==> config.mk <==
export PLATFORM = sky130hd
export DESIGN_NAME = out_fm_tile_store_sched
export DESIGN_NICKNAME = d
export VERILOG_FILES = /design/src/rtl/out_fm_tile_store_sched.sv
export SDC_FILE = /design/constraint.sdc
export NUM_CORES = 1
export LEC_CHECK = 0
export BUFFER_PORTS_ARGS = -buffer_cell sky130_fd_sc_hd__buf_2
export CAP_MARGIN = 20
export CORE_MARGIN = 8
export CORE_UTILIZATION = 35
export DETAILED_ROUTE_END_ITERATION = 7
export SKIP_LAST_GASP = 1
export SYNTH_ARGS = -nofsm -noshare
export SYNTH_HDL_FRONTEND = slang
export SYNTH_SLANG_ARGS = --single-unit
==> constraint.sdc <==
create_clock -name clk -period 3.6 [get_ports clk]
set_input_delay 0.9 -clock clk [delete_from_list [all_inputs] [get_ports clk]]
set_output_delay 0.9 -clock clk [all_outputs]
set_load 0.01 [all_outputs]
==> src/rtl/out_fm_tile_store_sched.sv <==
// Output-feature-map tile store scheduler: walks a layer's output tiles in
// (channel, row, column) order and hands each buffered tile to the store path.
module out_fm_tile_store_sched #(
   parameter int CW       = 16,
   parameter int M        = 32,
   parameter int R        = 64,
   parameter int C        = 32,
   parameter int Tm       = 16,
   parameter int Tr       = 64,
   parameter int Tc       = 16,
   parameter int PEND_MAX = 2
) (
   input  logic          clk,
   input  logic          rst,
   input  logic          sched_start,
   output logic          sched_busy,
   output logic          sched_done,
   input  logic          tile_ready,
   output logic          buf_release,
   output logic          buf_sel,
   output logic [1:0]    pending,
   output logic          err_overflow,
   output logic          store_start,
   input  logic          store_done,
   output logic [CW-1:0] tile_base_n,
   output logic [CW-1:0] tile_base_row,
   output logic [CW-1:0] tile_base_col
);

   typedef enum logic [2:0] {IDLE, WAIT_TILE, ISSUE, STORING, DONE} state_t;

   state_t        state_q, state_d;
   logic [1:0]    pend_q, pend_d;
   logic          sel_q, sel_d;
   logic          err_q, err_d;
   logic          rel_q, rel_d;
   logic [CW-1:0] n_q, n_d, row_q, row_d, col_q, col_d;

   logic [CW:0]   col_nx, row_nx, n_nx;
   logic          col_wrap, row_wrap, last_tile, sd_acc;

   // One spare bit so base + step cannot wrap before the bound compare.
   assign col_nx    = {1'b0, col_q} + (CW+1)'(Tc);
   assign row_nx    = {1'b0, row_q} + (CW+1)'(Tr);
   assign n_nx      = {1'b0, n_q} + (CW+1)'(Tm);
   assign col_wrap  = (col_nx >= (CW+1)'(C));
   assign row_wrap  = (row_nx >= (CW+1)'(R));
   assign last_tile = col_wrap && row_wrap && (n_nx >= (CW+1)'(M));
   assign sd_acc    = store_done && (state_q == STORING);

   always_comb begin
      state_d = state_q;
      pend_d  = pend_q;
      sel_d   = sel_q;
      err_d   = err_q;
      rel_d   = 1'b0;
      n_d     = n_q;
      row_d   = row_q;
      col_d   = col_q;

      if (state_q != IDLE) begin
         if (tile_ready && !sd_acc) begin
            if (pend_q == 2'(PEND_MAX)) err_d = 1'b1;
            else                        pend_d = pend_q + 2'd1;
         end else if (!tile_ready && sd_acc) begin
            pend_d = pend_q - 2'd1;
         end
      end

      case (state_q)
         IDLE: begin
            if (sched_start) begin
               n_d     = '0;
               row_d   = '0;
               col_d   = '0;
               pend_d  = '0;
               sel_d   = 1'b0;
               err_d   = 1'b0;
               state_d = WAIT_TILE;
            end
         end
         WAIT_TILE: if (pend_q != 2'd0) state_d = ISSUE;
         ISSUE:     state_d = STORING;
         STORING: begin
            if (sd_acc) begin
               rel_d = 1'b1;
               sel_d = ~sel_q;
               if (col_wrap) begin
                  col_d = '0;
                  if (row_wrap) begin
                     row_d = '0;
                     n_d   = last_tile ? '0 : n_nx[CW-1:0];
                  end else begin
                     row_d = row_nx[CW-1:0];
                  end
               end else begin
                  col_d = col_nx[CW-1:0];
               end
               state_d = last_tile ? DONE : WAIT_TILE;
            end
         end
         DONE:    state_d = IDLE;
         default: state_d = IDLE;
      endcase
   end

   always_ff @(posedge clk) begin
      if (rst) begin
         state_q <= IDLE;
         pend_q  <= '0;
         sel_q   <= 1'b0;
         err_q   <= 1'b0;
         rel_q   <= 1'b0;
         n_q     <= '0;
         row_q   <= '0;
         col_q   <= '0;
      end else begin
         state_q <= state_d;
         pend_q  <= pend_d;
         sel_q   <= sel_d;
         err_q   <= err_d;
         rel_q   <= rel_d;
         n_q     <= n_d;
         row_q   <= row_d;
         col_q   <= col_d;
      end
   end

   assign sched_busy    = (state_q != IDLE);
   assign sched_done    = (state_q == DONE);
   assign store_start   = (state_q == ISSUE);
   assign buf_release   = rel_q;
   assign buf_sel       = sel_q;
   assign pending       = pend_q;
   assign err_overflow  = err_q;
   assign tile_base_n   = n_q;
   assign tile_base_row = row_q;
   assign tile_base_col = col_q;

endmodule

==> reports/metrics.yaml <==
status:
  status: "finished, final reports clean"
power:
  clkPwrFrac_pct: 35.0
  p_total_uw: 1080
  leakage_uw: 0.00115
  switching_share_pct: 28.9
  peakVddDrop_uv: 206
  p_int_uw: 765
  pwr_density_cell_nw_per_um2: 411
  p_seq_share_pct: 46.8
  switching_power_uw: 311
  combPwrFrac_pct: 18.3
cts:
  htree_levels: 2
  cts_max_path_buffers: 2
  insertion_delay_ns: 0.29
  cts_hold_buf: 0
  numClockSinks: 42
  cts_tree: "built"
  cts_resized: 0
  cts_root_buffer: "clkbuf_8"
  cts-buffers-inserted: 5
  cts.clk_slew.worst_paths_ns: 0.08
  post_cts_buffers: 0
setup_path:
  arrival_ns: 2.59
  critPathMaxFanout: 11
  rr_worst_depth: 7
  r2r-start: "tile_base_row[6]"
  rrSetupSlack_ns: 1.22
  regToRegEndpoint: "tile_base_n[5]"
  critical_path.endpoint: "tile_base_n[5]"
  required_ns: 3.81
  startpoint: "tile_base_row[6]"
  critical_path_class: "flop to flop"
  cp-end-kind: "flop"
  cp-start-kind: "flop"
logic_synthesis:
  synth.distinct_cells: 58
  ys_warn_count: 0
  synthSimpleGateAreaFrac_pct: 28.8
  synth_area_um2: 2300
  synth_top_family_by_area: "simple AND/OR/NAND/NOR gates"
  synth_edf_count: 0
  synthCells: 264
  synthMuxAreaShare_pct: 0
  ys_ff_latch: 42
  synthXorXnorAreaFrac_pct: 3.05
  synth_ff_type: "dfxtp_1"
  synth_adder_area_share_pct: 4.36
  postSynthAreaPerCell_um2: 8.70
  synthArstFlopShare_pct: 0
  seq_area_frac_synth_pct: 36.6
  synth-compound-area-share_pct: 18.0
detailed_routing:
  vias: 1957
  viasPerCell: 5.11
  first_pass_iters: 4
  first_iter_violations: 70
  wl_um: 5220
  avgRoutedWirePerCell_um: 13.6
  postRouteAntennaNets: 0
  drc: 0
global_route:
  grt_max_degree: 37
  grt_pass1_wl_um: 9080
  gr-total-overflow: 0
  track_usage_pct: 11.1
  grt_pass1_vias: 1830
  antenna_found_initial: 0
sta:
  setup_tns_ns: 0
  slew_headroom_pct: 58.0
  rsz0062_at_grt: "false"
  hold_viol: 0
  clock.fmax_mhz: 420
  skew_ns: 0.00612
  period_share_pct: 66.1
  drv_slew: 0
  whs_ns: 0.501
  min_period_ns: 2.38
  worstMarginPinSlew_ns: 0.630
  setup_viol: 0
floorplan:
  die_w_um: 97.0
  fp.dieH_um: 97.0
  ioPinCount: 61
  core_area_um2: 6350
  start_util_pct: 36.2
  rows: 29
  die-area_um2: 9410
place:
  dp_hpwl_um: 3910
  gp_congestion: 0.738
  post-place-cells: 376
  port_buffers: 46
run:
  drv_cap: 0
finish:
  multi_input_area_um2: 1300
  fillCellCount: 655
  area_growth_pct: 14.1
  final_nets: 319
  ff_latch_area_um2: 841
  diodes: 0
  drive_gt1_share_pct: 19.9
  final_cells: 383
worst_hold_path:
  hold_class: "flop to flop"
-- metal layers --
metal	global-route usage, %	wire length, um	share of wire (%)	vias up
met3	4.34	340	6.5	6
li1	-	-	-	1019
met5	0	0	0	-
met1	14.6	2640	51	888
met2	16.1	2190	42	44
met4	3.20	53	1.0	0
-- metrics by stage --
step | setup WS [ns] | util (%) | area [um^2]
finish | 1.22 | 41.2 | 2620
global route | 1.03 | 41.2 | 2620
CTS | 1.20 | 41.2 | 2620
detailed placement | 1.14 | 39.5 | 2510
global placement | 1.21 | 39.5 | 2510
floorplan | 1.29 | - | 2340
-- power by group through the flow --
| stage | Combinational [uW] | Sequential [uW] | Clock, uW |
|---|---|---|---|
| final | 196 | 503 | 376 |
| after global routing | 224 | 508 | 412 |
| after CTS | 198 | 503 | 389 |
| after detailed placement | 197 | 514 | 0 |
| after global placement | 197 | 514 | 0 |
| after floorplan | 169 | 505 | 0 |
-- synth_stat cells, types with 2 or more instances --
library cell   n  area, um^2
or3_1          5        31.3
ha_1           8         100
or2_0          2        12.5
nor3b_1        9        67.6
clkbuf_1       6        22.5
nor4_1         3        18.8
or4_1          2        15.0
and4_1         4        35.0
a21oi_1       16        80.1
nand3_1        4        20.0
nand4_1        7        43.8
o21ai_0        7        35.0
a31oi_1        3        18.8
xnor2_1        3        26.3
and3b_1        2        17.5
and2_1        12        75.1
a211oi_1       4        30.0
inv_1         11        41.3
nor3_1        14        70.1
nor2_1        14        52.6
a41oi_1        2        17.5
nor4b_1        2        17.5
and3_1         3        18.8
nand3b_1       2        15.0
nor2b_1        2        12.5
nand2b_1       9        56.3
o211ai_1       3        22.5
a2111o_1       2        22.5
nand2_1       15        56.3
xor2_1         5        43.8
buf_4         14         105
buf_6          2        22.5
dfxtp_1       42         841
-- layout make-up --
cell class              count  area share [%]
repair buffers             46            8.79
flip-flops and latches     42            32.1
clock inverters             1            1.15
well taps                  77            3.68
clock buffers               6            3.15
multi-input cells         200            49.5
inverters                  11            1.58
-- worst min-delay path by stage --
stage / startpoint / endpoint / slack [ns] / cells after the start
final: tile_base_n[12] / tile_base_n[12] / 0.50 / 2
after global routing: tile_base_col[15] / tile_base_col[15] / 0.53 / 1
after CTS: err_overflow / err_overflow / 0.50 / 2
after floorplan: state_q[2] / state_q[1] / 0.50 / 1
after detailed placement: err_overflow / err_overflow / 0.47 / 2
after global placement: err_overflow / err_overflow / 0.48 / 2
-- cells by family (layout without fill, tap and decap cells) --
logic type	after synthesis	after routing
adders and majority gates	8	8
other	1	14
buffers and inverters	35	64
DFF	42	42
and+or+nand+nor	114	114
xor gates and xnor gates	8	8
AOI/OAI and AO/OA	56	56
-- worst max-delay path, stage by stage, from the launching register on --
cell and delay (ns):
dfxtp_1 0.38, inv_1 0.09, ha_1 0.29, or4_1 0.56
a2111oi_4 0.35, o21a_2 0.21, o21ai_2 0.15, a211oi_1 0.26
-- placed cells by master (no fill, tap or decap), types with 8 or more instances in the layout --
| master | Yosys | layout |
|---|---|---|
| nand2_1 | 15 | 15 |
| nor3_1 | 14 | 14 |
| buf_2 | 1 | 46 |
| nand2b_1 | 9 | 9 |
| and2_1 | 12 | 12 |
| nor3b_1 | 9 | 9 |
| dfxtp_1 | 42 | 42 |
| ha_1 | 8 | 8 |
| conb_1 | 1 | 14 |
| inv_1 | 11 | 11 |
| a21oi_1 | 16 | 16 |
| nor2_1 | 14 | 14 |
-- state kept, by name, summed over array words and instances (netlist names) --
register	flops
tile_base_col	12
tile_base_n	12
tile_base_row	10
state_q	3
pending	2
buf_release	1
buf_sel	1
err_overflow	1
Note: power is estimated with default switching activity, not from simulation.
